## config.mk

```make
export PLATFORM = sky130hd
export DESIGN_NAME = lcd_frame_reader
export DESIGN_NICKNAME = d
export VERILOG_FILES = /design/src/rtl/lcd_pkg.sv /design/src/rtl/pixel_unpack.sv /design/src/rtl/lcd_frame_reader.sv
export SDC_FILE = /design/constraint.sdc
export NUM_CORES = 1
export LEC_CHECK = 0
export CAP_MARGIN = 10
export CORE_UTILIZATION = 49
export DETAILED_ROUTE_END_ITERATION = 10
export PLACE_DENSITY = 0.79
export RECOVER_POWER = 100
export SLEW_MARGIN = 10
export SYNTH_ARGS = -nofsm -noshare
export SYNTH_HDL_FRONTEND = slang
export SYNTH_SLANG_ARGS = --single-unit
```

## constraint.sdc

```tcl
create_clock -name iClk -period 4.2 [get_ports iClk]
set_clock_uncertainty 0.05 [all_clocks]
set_input_delay 0.84 -clock iClk [delete_from_list [all_inputs] [get_ports iClk]]
set_output_delay 0.84 -clock iClk [all_outputs]
set_load 0.02 [all_outputs]
```

## src/rtl/lcd_pkg.sv

```systemverilog
// Shared LCD definitions: panel timing defaults, FSM states and the FIFO word layout
// that both the write-side packer and the read-side unpacker depend on.
package lcd_pkg;

  localparam int H_ACTIVE_DEF = 800;
  localparam int H_SYNC_DEF   = 1;
  localparam int H_BACK_DEF   = 45;
  localparam int H_FRONT_DEF  = 210;
  localparam int V_ACTIVE_DEF = 480;
  localparam int V_SYNC_DEF   = 1;
  localparam int V_BACK_DEF   = 22;
  localparam int V_FRONT_DEF  = 22;

  localparam int WORD_W  = 16;
  localparam int COLOR_W = 10;

  // Word layout: [15] reserved, [14:10] half of G, [9:0] B (word 1) or R (word 2)
  localparam int C_MSB    = 9;
  localparam int G_HI_MSB = 14;
  localparam int G_HI_LSB = 10;

  typedef enum logic [1:0] {
    ST_IDLE,
    ST_RUN,
    ST_DRAIN
  } lcd_state_e;

  // Per-pixel attributes carried from counter time to data-return time
  typedef struct packed {
    logic act;
    logic rd;
    logic hs;
    logic vs;
    logic fs;
  } pix_stage_t;

endpackage

```

## src/rtl/pixel_unpack.sv

```systemverilog
// Splits the two 16-bit FIFO words of one pixel back into 10-bit R, G, B.
module pixel_unpack
  import lcd_pkg::*;
(
  input  logic [WORD_W-1:0]  iWord1,
  input  logic [WORD_W-1:0]  iWord2,
  output logic [COLOR_W-1:0] oR,
  output logic [COLOR_W-1:0] oG,
  output logic [COLOR_W-1:0] oB
);

  // The top bit of each word is reserved by the packer and carries nothing
  logic unusedTop;
  assign unusedTop = iWord1[WORD_W-1] ^ iWord2[WORD_W-1];

  assign oR = iWord2[C_MSB:0];
  assign oG = {iWord1[G_HI_MSB:G_HI_LSB], iWord2[G_HI_MSB:G_HI_LSB]};
  assign oB = iWord1[C_MSB:0];

endmodule

```

## src/rtl/lcd_frame_reader.sv

```systemverilog
// LCD scan-out: raster counters, run/drain control and a 3-stage pipeline
// (counters -> FIFO data return -> registered panel outputs).
module lcd_frame_reader
  import lcd_pkg::*;
#(
  parameter int H_ACTIVE = H_ACTIVE_DEF,
  parameter int H_SYNC   = H_SYNC_DEF,
  parameter int H_BACK   = H_BACK_DEF,
  parameter int H_FRONT  = H_FRONT_DEF,
  parameter int V_ACTIVE = V_ACTIVE_DEF,
  parameter int V_SYNC   = V_SYNC_DEF,
  parameter int V_BACK   = V_BACK_DEF,
  parameter int V_FRONT  = V_FRONT_DEF
) (
  input  logic               iClk,
  input  logic               iRst,
  input  logic               iEnable,
  input  logic               iClr_err,
  input  logic [WORD_W-1:0]  iRd1_data,
  input  logic [WORD_W-1:0]  iRd2_data,
  input  logic               iRd_empty,
  output logic               oRd_req,
  output logic [COLOR_W-1:0] oR,
  output logic [COLOR_W-1:0] oG,
  output logic [COLOR_W-1:0] oB,
  output logic               oHS,
  output logic               oVS,
  output logic               oDE,
  output logic               oFrame_start,
  output logic               oUnderflow
);

  localparam int H_TOTAL = H_SYNC + H_BACK + H_ACTIVE + H_FRONT;
  localparam int V_TOTAL = V_SYNC + V_BACK + V_ACTIVE + V_FRONT;
  localparam int HW      = $clog2(H_TOTAL);
  localparam int VW      = $clog2(V_TOTAL);

  lcd_state_e state, stateNxt;
  logic [HW-1:0] hcnt;
  logic [VW-1:0] vcnt;
  logic hLast, vLast, running;
  logic hIn, vIn;
  pix_stage_t st0, st1;
  logic [COLOR_W-1:0] unR, unG, unB;

  assign hLast   = hcnt == HW'(H_TOTAL - 1);
  assign vLast   = vcnt == VW'(V_TOTAL - 1);
  assign running = state != ST_IDLE;

  always_ff @(posedge iClk) begin
    if (iRst) state <= ST_IDLE;
    else      state <= stateNxt;
  end

  always_comb begin
    stateNxt = state;
    unique case (state)
      ST_IDLE:  if (iEnable) stateNxt = ST_RUN;
      ST_RUN:   if (!iEnable) stateNxt = ST_DRAIN;
      ST_DRAIN: begin
        if (iEnable)             stateNxt = ST_RUN;
        else if (hLast && vLast) stateNxt = ST_IDLE;
      end
      default:  stateNxt = ST_IDLE;
    endcase
  end

  // Counters sit at the origin while idle so a restart always begins at (0,0)
  always_ff @(posedge iClk) begin
    if (iRst || !running) begin
      hcnt <= '0;
      vcnt <= '0;
    end else if (hLast) begin
      hcnt <= '0;
      vcnt <= vLast ? '0 : vcnt + VW'(1);
    end else begin
      hcnt <= hcnt + HW'(1);
    end
  end

  assign hIn = (hcnt >= HW'(H_SYNC + H_BACK)) && (hcnt <= HW'(H_SYNC + H_BACK + H_ACTIVE - 1));
  assign vIn = (vcnt >= VW'(V_SYNC + V_BACK)) && (vcnt <= VW'(V_SYNC + V_BACK + V_ACTIVE - 1));

  always_comb begin
    st0.act = running && hIn && vIn;
    st0.rd  = st0.act && !iRd_empty;
    st0.hs  = running && (hcnt < HW'(H_SYNC));
    st0.vs  = running && (vcnt < VW'(V_SYNC));
    st0.fs  = running && (hcnt == '0) && (vcnt == '0);
  end

  assign oRd_req = st0.rd;

  always_ff @(posedge iClk) begin
    if (iRst) st1 <= '0;
    else      st1 <= st0;
  end

  pixel_unpack uUnpack (
    .iWord1 (iRd1_data),
    .iWord2 (iRd2_data),
    .oR     (unR),
    .oG     (unG),
    .oB     (unB)
  );

  // A starved active pixel still drives DE, but shows black
  always_ff @(posedge iClk) begin
    if (iRst) begin
      oR           <= '0;
      oG           <= '0;
      oB           <= '0;
      oDE          <= 1'b0;
      oHS          <= 1'b1;
      oVS          <= 1'b1;
      oFrame_start <= 1'b0;
    end else begin
      oR           <= (st1.act && st1.rd) ? unR : '0;
      oG           <= (st1.act && st1.rd) ? unG : '0;
      oB           <= (st1.act && st1.rd) ? unB : '0;
      oDE          <= st1.act;
      oHS          <= !st1.hs;
      oVS          <= !st1.vs;
      oFrame_start <= st1.fs;
    end
  end

  always_ff @(posedge iClk) begin
    if (iRst)                      oUnderflow <= 1'b0;
    else if (st1.act && !st1.rd)   oUnderflow <= 1'b1;
    else if (iClr_err)             oUnderflow <= 1'b0;
  end

endmodule

```

Word-level counts from Yosys, hierarchy flattened
Index checks and enable logic that the tools add are counted.
{ "word_totals": {"regBits": 63, "wordCells": 66} }
{ "op_classes": {"addsub": 2, "magnitude_cmp": 6, "n_eq_ne": 7, "mux": 8, "bitwise_logic": 1, "n_reduce_logical": 26} }
{ "op_table": {"columns": ["op", "n"], "rows": [
  ["1-bit logical AND", 12],
  ["11-bit by 1-bit adder with 11-bit output, second input constant", 1],
  ["11-bit == test, second input constant", 1],
  ["11-bit by 6-bit >= comparator with 1-bit output, second input constant", 1],
  ["11-bit by 10-bit less-or-equal comparator with 1-bit output, second input constant", 1],
  ["11-bit zero test", 1],
  ["11-bit by 1-bit less-than comparator with 1-bit output, second input constant", 1],
  ["10-bit by 1-bit adder with 10-bit output, second input constant", 1],
  ["10-bit == test, second input constant", 1],
  ["10-bit by 5-bit >= comparator with 1-bit output, second input constant", 1],
  ["10-bit by 9-bit less-or-equal comparator with 1-bit output, second input constant", 1],
  ["10-bit zero test", 1],
  ["10-bit by 1-bit less-than comparator with 1-bit output, second input constant", 1],
  ["10-bit 2-to-1 mux", 1],
  ["2-bit 2-to-1 mux", 4],
  ["2-bit case mux with 3 select lines", 1],
  ["1-bit zero test", 5],
  ["2-bit inequality test, second input constant", 2],
  ["2-bit nonzero test", 2],
  ["2-bit OR reduction", 2],
  ["3-bit inequality test, second input constant", 1],
  ["3-bit AND reduction", 1],
  ["2-bit by 1-bit == test with 1-bit output, second input constant", 1],
  ["2-bit == test, second input constant", 1],
  ["4 further kinds", 5]
]} }

Depth between registers and ports, before layout
Gate-level depths: netlist of run 1.
{ "logic_depth": {"depth_word": 5, "ltp_mapped": 7} }

By module
A second synthesis of run 1 with hierarchy kept.
{ "hier_totals": {"hier_cells": 278, "hier_area_um2": 2600.0} }
{ "by_module_without_submodules": {"columns": ["module", "n_inst", "cells_per_inst", "area_each_um2", "seq_area_each_um2"], "rows": [
  ["lcd_frame_reader", 1, 248, 2374.8, 1261.2],
  ["pixel_unpack", 1, 30, 225.2, 0.0]
]} }

Worst setup path after synthesis of run 1
Ideal clock, no wire load.
{ "synth_timing": {"path_kind": "register -> output", "start": "reg hcnt[1]", "end": "out oRd_req", "t_arrival_ps": 1488, "required_time_ps": 3310, "slack_ps": 1822, "path_stages_with_launch": 6, "cell_sequence": "dfxtp_1 > ha_1 > o211a_1 > o21ai_0 > a22o_1 > nor3_1"} }
{ "synth_between": {"elab_chain_len": 5, "elab_cells_between_ends": 6, "classes_between": "order compare: 2; reduce/logical: 4"} }
{ "synth_rtl": {"columns": ["element", "line", "source"], "rows": [
  ["start, declared", "lcd_frame_reader.sv:39", "logic [HW-1:0] hcnt;"],
  ["start signal, assigned", "lcd_frame_reader.sv:77", "hcnt <= hcnt + HW'(1);"],
  ["11-bit by 6-bit >= comparator with 1-bit output or 11-bit by 10-bit less-or-equal comparator with 1-bit output (tied branches)", "lcd_frame_reader.sv:81", "assign hIn = (hcnt >= HW'(H_SYNC + H_BACK)) && (hcnt <= HW'(H_SYNC + H_BACK + H_ACTIVE - 1));"],
  ["1-bit logical AND *", "lcd_frame_reader.sv:81", null],
  ["1-bit logical AND * (2 in a row)", "lcd_frame_reader.sv:85", "st0.act = running && hIn && vIn;"],
  ["1-bit logical AND *", "lcd_frame_reader.sv:86", "st0.rd = st0.act && !iRd_empty;"],
  ["end, declared", "lcd_frame_reader.sv:22", "output logic oRd_req,"]
]} }
Every way passes the cells marked *; elsewhere a longest branch is shown, timed or not.

Worst setup path in the final report of run 1
{ "layout_timing": {"start": "reg hcnt[7]", "end": "out oRd_req"} }
The elaborated chain is that of the path after synthesis.

==> key figures, run 1 <==
Floorplan
  • DIE AREA: 5130 um2
  • Core Region: 4500 um2
  • DIE HEIGHT: 71.6 um
  • Site Rows: 24
  • Num ports: 73
  • Die X-Extent: 71.6 um
  • Initial Utilization: 52.7%

Global routing
  • GRT Util Overall: 21.1%
  • Global route total overflow: 0
  • Vias in the first global route: 1679
  • Antenna violations before repair: 0
  • First-pass GRT wire length: 8.16 mm
  • Largest net degree at the start of global routing: 32

STA
  • Max Clk Rate: 296 MHz
  • Worst hold margin: 324 ps
  • Final TNS setup: 0 ps
  • RSZ-0062 raised after global routing: false
  • Hold Vio Cnt, Final: 0
  • Worst setup margin: 817 ps
  • Max-slew violation count: 0
  • Tcrit/Tclk final: 80.6%
  • Worst slew margin: 32.0%
  • Slew @ Worst Pin: 1020 ps
  • Fin crit period: 3380 ps
  • Final Setup Violations: 0

Setup path
  • FF-to-FF setup slack: 1620 ps
  • Worst path cell trace: or4_1, nor2_1, a22o_1, nor3_1, dlygate4sd3_1
  • Crit path required time: 3310 ps
  • Setup crit start kind: flip-flop
  • Slowest-stage cell, CP: or4_1
  • Kind of critical path: flip-flop to output port
  • Crit path DAT: 2490 ps
  • CP max FO: 8
  • CP max stage delay: 690 ps
  • Endpoint type of the worst setup path: output port
  • Bufs and invs on worst path: 1
  • Crit path max-delay family: simple AND/OR/NAND/NOR gates

Clock tree
  • Clock transition at the registers of the reported paths: 70 ps
  • Bufs on Longest Clock Path: 2
  • H-tree depth: 3
  • CTS-repair resized insts: 0
  • Clk_lat worst skew: 330 ps
  • CTS Hold Bufs: 0
  • Clock sink count: 63
  • Num CTS Buffers: 9
  • Post-CTS Setup Repair Bufs: 0
  • Root Buffer: clkbuf_8
  • CTS tree: yes

Power and ir drop
  • NetSw: 233 uW
  • Clock power share: 44.2%
  • Internal: 937 uW
  • Sw Ratio: 19.9%
  • P per Cell Area: 357 nW/um2
  • Combinational power share: 4.1%
  • Leakage: 1.40 nW
  • Peak supply drop: 0.199 mV
  • Sequential Power Share: 51.6%

Layout
  • Area of the multi-input gates: 1010 um2
  • Area Overhead vs Synth: 37.9%
  • Layout filler cell count: 353
  • Ant. Diodes: 0
  • Register area: 1260 um2
  • Layout cells sized above 1: 5.99%
  • Final #Nets: 358

Worst hold path
  • Worst hold path class: flip-flop to flip-flop

Placed design
  • DPL Wire Length: 3.62 mm
  • IO buf count: 70
  • Post-Place Setup Slack: 1170 ps
  • Routability Congestion: 0.829

Logic synthesis
  • Synth top area share: 53.1%
  • Synth Flop Type: dfxtp_1
  • Warnings, synthesis: 0
  • Seq cells post-synth: 63
  • Synth top area cells: dfxtp_1 (53%), and3_1 (8.7%), xnor2_1 (4.4%), ha_1 (4.2%), nor2_1 (4.0%)
  • Yosys top cell by area: dfxtp_1
  • Post-Syn Area: 2370 um2
  • Ys async rst share: 0%
  • Synth cell types: 34
  • Syn avg cell area: 9.58 um2
  • Mapped Cells: 248
  • Net Count, Synth: 293
  • Post-synth EDFFs: 0
  • Sequential area share after synthesis: 53.1%

Routing
  • ANT nets after route: 0
  • Drt first-iter violations: 69
  • Via count of the routed design: 1951
  • Drt wl/cell: 14.1 um
  • Via density: 5.29
  • WL final: 5.19 mm
  • DR DRC count: 0
  • Pre-antenna DRT Iters: 4

Outcome
  • Status: finished clean

Job
  • Total of max-cap violations: 0
## flip-flops by register name, summed over array words and instances (netlist names), 2 cells and up
signal  cells
hcnt       11
oB         10
oG         10
oR         10
vcnt       10
st1         5
state       2
## layer usage
metal  up-vias  track usage [%]  wire (um)
met1       871             26.7       2350
met2        80             31.9       2310
met4         0             13.1        150
met5         -                0          0
li1        979                -          -
met3        21             6.05        382
## kinds of logic after synthesis
family          Yosys count  share of synthesized area (%)
mux                       1                          0.422
xor+xnor                 15                           5.53
fa+ha+maj                 8                           4.22
buf+inv                  27                           4.43
flops                    63                           53.1
simple gates            117                           27.6
compound gates           17                           4.74
## synth_stat cells (2+ instances only)
| cell type | instances |
|---|---|
| or3_1 | 4 |
| a21oi_2 | 2 |
| nor3_1 | 8 |
| and3_1 | 33 |
| clkbuf_1 | 14 |
| inv_1 | 10 |
| buf_2 | 3 |
| xor2_1 | 3 |
| nor2_1 | 25 |
| ha_1 | 8 |
| a21oi_1 | 3 |
| nand2_1 | 6 |
| nand3_1 | 9 |
| or4_4 | 2 |
| nor2b_1 | 3 |
| a31oi_1 | 2 |
| or4_1 | 2 |
| o21ai_0 | 5 |
| nand2b_1 | 5 |
| dfxtp_1 | 63 |
| or2_2 | 2 |
| and2_1 | 2 |
| nand4_1 | 4 |
| nor4_1 | 8 |
| and3b_1 | 2 |
| xnor2_1 | 12 |
## power by group through the flow
stage	logic (mW)	clock network, mW	registers [mW]
3_5_place_dp	0.0487	0	0.618
2_1_floorplan	0.0121	0	0.618
3_3_place_gp	0.0479	0	0.618
6_report	0.0481	0.518	0.604
5_1_grt	0.0517	0.553	0.604
4_1_cts	0.0493	0.531	0.604
## layout make-up
cell class	count	share of cell area [%]
clock buffer	12	4.74
clock inverter	3	1.30
inverter	10	1.15
multi-input combinational	158	30.8
sequential	63	38.5
tap	52	1.99
timing repair buffer	71	21.5
## stage by stage
stage                     instance area (um2)  cells  total power [mW]  utilization [%]
after global routing                     3270    369              1.21             72.7
final                                    3270    369              1.17             72.7
after CTS                                3280    369              1.18             72.8
after detailed placement                 3080    354             0.666             68.4
after floorplan                          2370    248             0.630                -
after global placement                   3080    354             0.665             68.4
## worst reg2reg max path, cell delays in order (launching register included)
cell and delay, ps:
dfxtp_1 460, ha_1 250, nand4_1 380, nor3_1 740, or2_0 480, nor2_1 90
## final timing paths
check / startpoint / to / cells after the start
setup / recovery: hcnt[7] / oRd_req / 5
hold / removal: st1[2] / oHS / 1
hold reg to reg: st1[2] / oHS / 1
setup reg to reg: hcnt[1] / hcnt[8] / 5
## layout by cell type (no fill, tap or decap), types with 6 or more instances in the layout
master and n:
nor3_1 8, xnor2_1 12, nor2_1 25, nor4_1 8, dlygate4sd3_1 37, inv_1 10, dfxtp_1 63, nand3_1 9
clkbuf_8 11, and3_1 33, ha_1 8, clkdlybuf4s50_1 33, nand2_1 6
No activity file was read; power rests on OpenSTA's default activity.
==> run 2: changes to the inputs <==
- CORE_UTILIZATION: 49 -> 41
- PLACE_DENSITY: 0.79 -> 0.7
- clock period: 4.2 -> 2.75 ns (I/O delays scaled with it)
==> run 2 against run 1 <==
  * Via count decreased by 1.0%
  * Hold slack barely moved
  * Clock power is 65% higher
  * Largest power group unchanged
  * Combinational power rose by 56%
  * Cell count is 7.0% higher
  * Register-to-register slack worse by 1200 ps
  * Sequential cell count stayed put
  * Largest cell class unchanged
==> key figures, run 2 (same netlist as run 1, synthesis figures left out) <==
Global routing
  • Largest net degree at the start of global routing: 32 (unchanged)
  • Antenna violations before repair: 0 (unchanged)
  • Global route total overflow: 0 (unchanged)
  • GRT Util Overall: 17.4% (-3.7 points)
  • Vias in the first global route: 1775 (+5.7%)
  • First-pass GRT wire length: 8.11 mm (-0.59%)

Routing
  • Drt first-iter violations: 64 (-7.2%)
  • WL final: 4.99 mm (-3.7%)
  • DR DRC count: 0 (unchanged)
  • Pre-antenna DRT Iters: 4 (unchanged)
  • Via count of the routed design: 1931 (-1.0%)
  • Drt wl/cell: 12.6 um (-10%)
  • Via density: 4.89 (-7.5%)
  • ANT nets after route: 0 (unchanged)

Layout
  • Layout cells sized above 1: 6.50% (+0.51 points)
  • Most frequent cells in the layout: dfxtp_1 (63), dlygate4sd3_1 (36), and3_1 (33), clkdlybuf4s50_1 (33), nor2_1 (25)
  • Finished Layout Cells: 395 (+7.0%)
  • Final instance area: 3340 um2 (+1.9%)
  • Final #Nets: 363 (+1.4%)
  • Biggest register: hcnt
  • Area Overhead vs Synth: 40.5%
  • Ant. Diodes: 0 (unchanged)
  • Commonest non-fill, non-tap cell in the layout: dfxtp_1
  • Max reg flops: 11 (unchanged)

Power and ir drop
  • Leakage: 1.42 nW (+1.2%)
  • Sw Ratio: 20.1% (+0.21 points)
  • Combinational power share: 4.0% (about the same)
  • P per Cell Area: 554 nW/um2 (+55%)
  • Clock power share: 46.1% (+1.9 points)
  • Peak supply drop: 0.266 mV (+34%)
  • NetSw: 372 uW (+60%)
  • Sequential Power Share: 49.8% (-1.8 points)
  • Internal: 1.48 mW (+58%)

Setup path
  • Kind of critical path: flip-flop to output port
  • Worst path cell trace: or4_1, nor2_1, a22o_1, nor3_1, dlygate4sd2_1
  • Setup crit start kind: flip-flop
  • Endpoint type of the worst setup path: output port
  • Critical R2R Capture: hcnt[8]
  • Reg2reg start: hcnt[6]
  • Worst Reg-to-Reg Cells: 6 (+1)
  • CP max stage delay: 540 ps (-150 ps)
  • CP max FO: 5 (-3)
  • Crit path required time: 2150 ps (-1160 ps)
  • FF-to-FF setup slack: 380 ps (-1240 ps)
  • Crit path DAT: 2000 ps (-490 ps)
  • Slowest-stage cell, CP: or4_1

Placed design
  • IO buf count: 70 (unchanged)
  • Cell Area, Placed: 3140 um2 (+2.0%)
  • Routability Congestion: 0.799 (-3.7%)
  • Post-Place Setup Slack: 245 ps (-930 ps)
  • DPL Wire Length: 3.57 mm (-1.5%)
  • Total placed cells including tap cells: 379 (+7.1%)

STA
  • Worst setup margin: 151 ps (-666 ps)
  • Slew @ Worst Pin: 1010 ps (-9.01 ps)
  • Final TNS setup: 0 ps (unchanged)
  • Final Setup Violations: 0 (unchanged)
  • Worst slew margin: 32.6% (+0.60 points)
  • RSZ-0062 raised after global routing: false
  • Max Clk Rate: 385 MHz
  • Fin crit period: 2600 ps
  • Tcrit/Tclk final: 94.5%
  • Max-slew violation count: 0 (unchanged)
  • Hold Vio Cnt, Final: 0 (unchanged)

Worst hold path
  • Hold Path Origin: st1[2]
  • Worst hold path class: flip-flop to flip-flop
  • Hold path depth: 1 (unchanged)
  • WHS Endpoint: oHS

Floorplan
  • DIE HEIGHT: 78.1 um (+9.1%)
  • Core Region: 5540 um2 (+23%)
  • Initial Utilization: 42.9% (-9.9 points)
  • Num ports: 73 (unchanged)
  • DIE AREA: 6100 um2 (+19%)
  • Die X-Extent: 78.1 um (+9.1%)
  • Site Rows: 27 (+13%)

Clock tree
  • CTS Hold Bufs: 0 (unchanged)
  • H-tree depth: 3 (unchanged)
  • CTS tree: yes
  • Clock sink count: 63 (unchanged)
  • Bufs on Longest Clock Path: 2 (unchanged)
  • Num CTS Buffers: 9 (unchanged)
  • Clk_lat worst skew: 330 ps (about the same)
  • Root Buffer: clkbuf_8
  • Clock transition at the registers of the reported paths: 70 ps (about the same)

Job
  • Total of max-cap violations: 0 (unchanged)

Outcome
  • Status: finished clean
==> run 2: changes by cell type in the layout (fill, tap and decap cells not counted) <==
cell,previous run,this run
dlygate4sd2_1,0,1
or4_4,2,1
or4_1,2,3
bufinv_16,1,2
clkinvlp_4,1,2
buf_4,0,2
clkinv_2,1,2
dlygate4sd3_1,37,36
clkbuf_1,2,5
clkbuf_8,11,9
==> run 2: critical path: cells and delay by family (launching register included) <==
family	cells	cell delay (ps)
and+or+nand+nor	3	780
DFF	1	350
buffers and inverters	1	320
AOI/OAI and AO/OA	1	210
==> run 2: metal layers <==
| layer | GRT usage, % | vias up | routed length, um | share of wire, % |
|---|---|---|---|---|
| met3 | 5.81 | 8 | 321 | 6.4 |
| met5 | 0 | - | 0 | 0 |
| met4 | 9.63 | 0 | 89 | 1.8 |
| li1 | - | 986 | - | - |
| met2 | 26.8 | 67 | 2180 | 44 |
| met1 | 21.2 | 870 | 2400 | 48 |
==> run 2: cell type report <==
class	instances	area, um2
fillers	459	2200
flip-flops and latches	63	1260
multi-input cells	158	1000
repair buffers	76	729
clock buffers	10	128
well taps	72	90.1
clock inverters	6	85.1
inverters	10	37.5
==> run 2: what timing repair did <==
item                       in CTS  in global routing
setup endpoints to repair       1                  0
resized for setup               1                  0
setup buffers                   0                  0
==> run 2: worst max path at each step <==
stage,startpoint,slack [ps],cells past startpoint,to
finish,hcnt[6],150,5,oRd_req
global route,hcnt[1],30,6,oRd_req
CTS,hcnt[6],120,5,oRd_req
detailed placement,hcnt[1],240,6,oRd_req
global placement,hcnt[1],260,6,oRd_req
floorplan,hcnt[1],660,5,oRd_req
==> run 2: power by group through the flow <==
| stage | clock (mW) | combinational (mW) | sequential [mW] |
|---|---|---|---|
| 2_1_floorplan | 0 | 0.0184 | 0.944 |
| 3_3_place_gp | 0 | 0.0764 | 0.942 |
| 3_5_place_dp | 0 | 0.0766 | 0.942 |
| 4_1_cts | 0.871 | 0.0773 | 0.921 |
| 5_1_grt | 0.914 | 0.0809 | 0.922 |
| 6_report | 0.853 | 0.0749 | 0.921 |
==> run 2: stage by stage <==
stage                     power [mW]  hold WS [ps]  util [%]
final                           1.85           324      60.2
after global routing            1.92           343      60.2
after CTS                       1.87           326      60.5
after detailed placement        1.02           310      56.7
after global placement          1.02           310      56.7
after floorplan                0.963           306         -
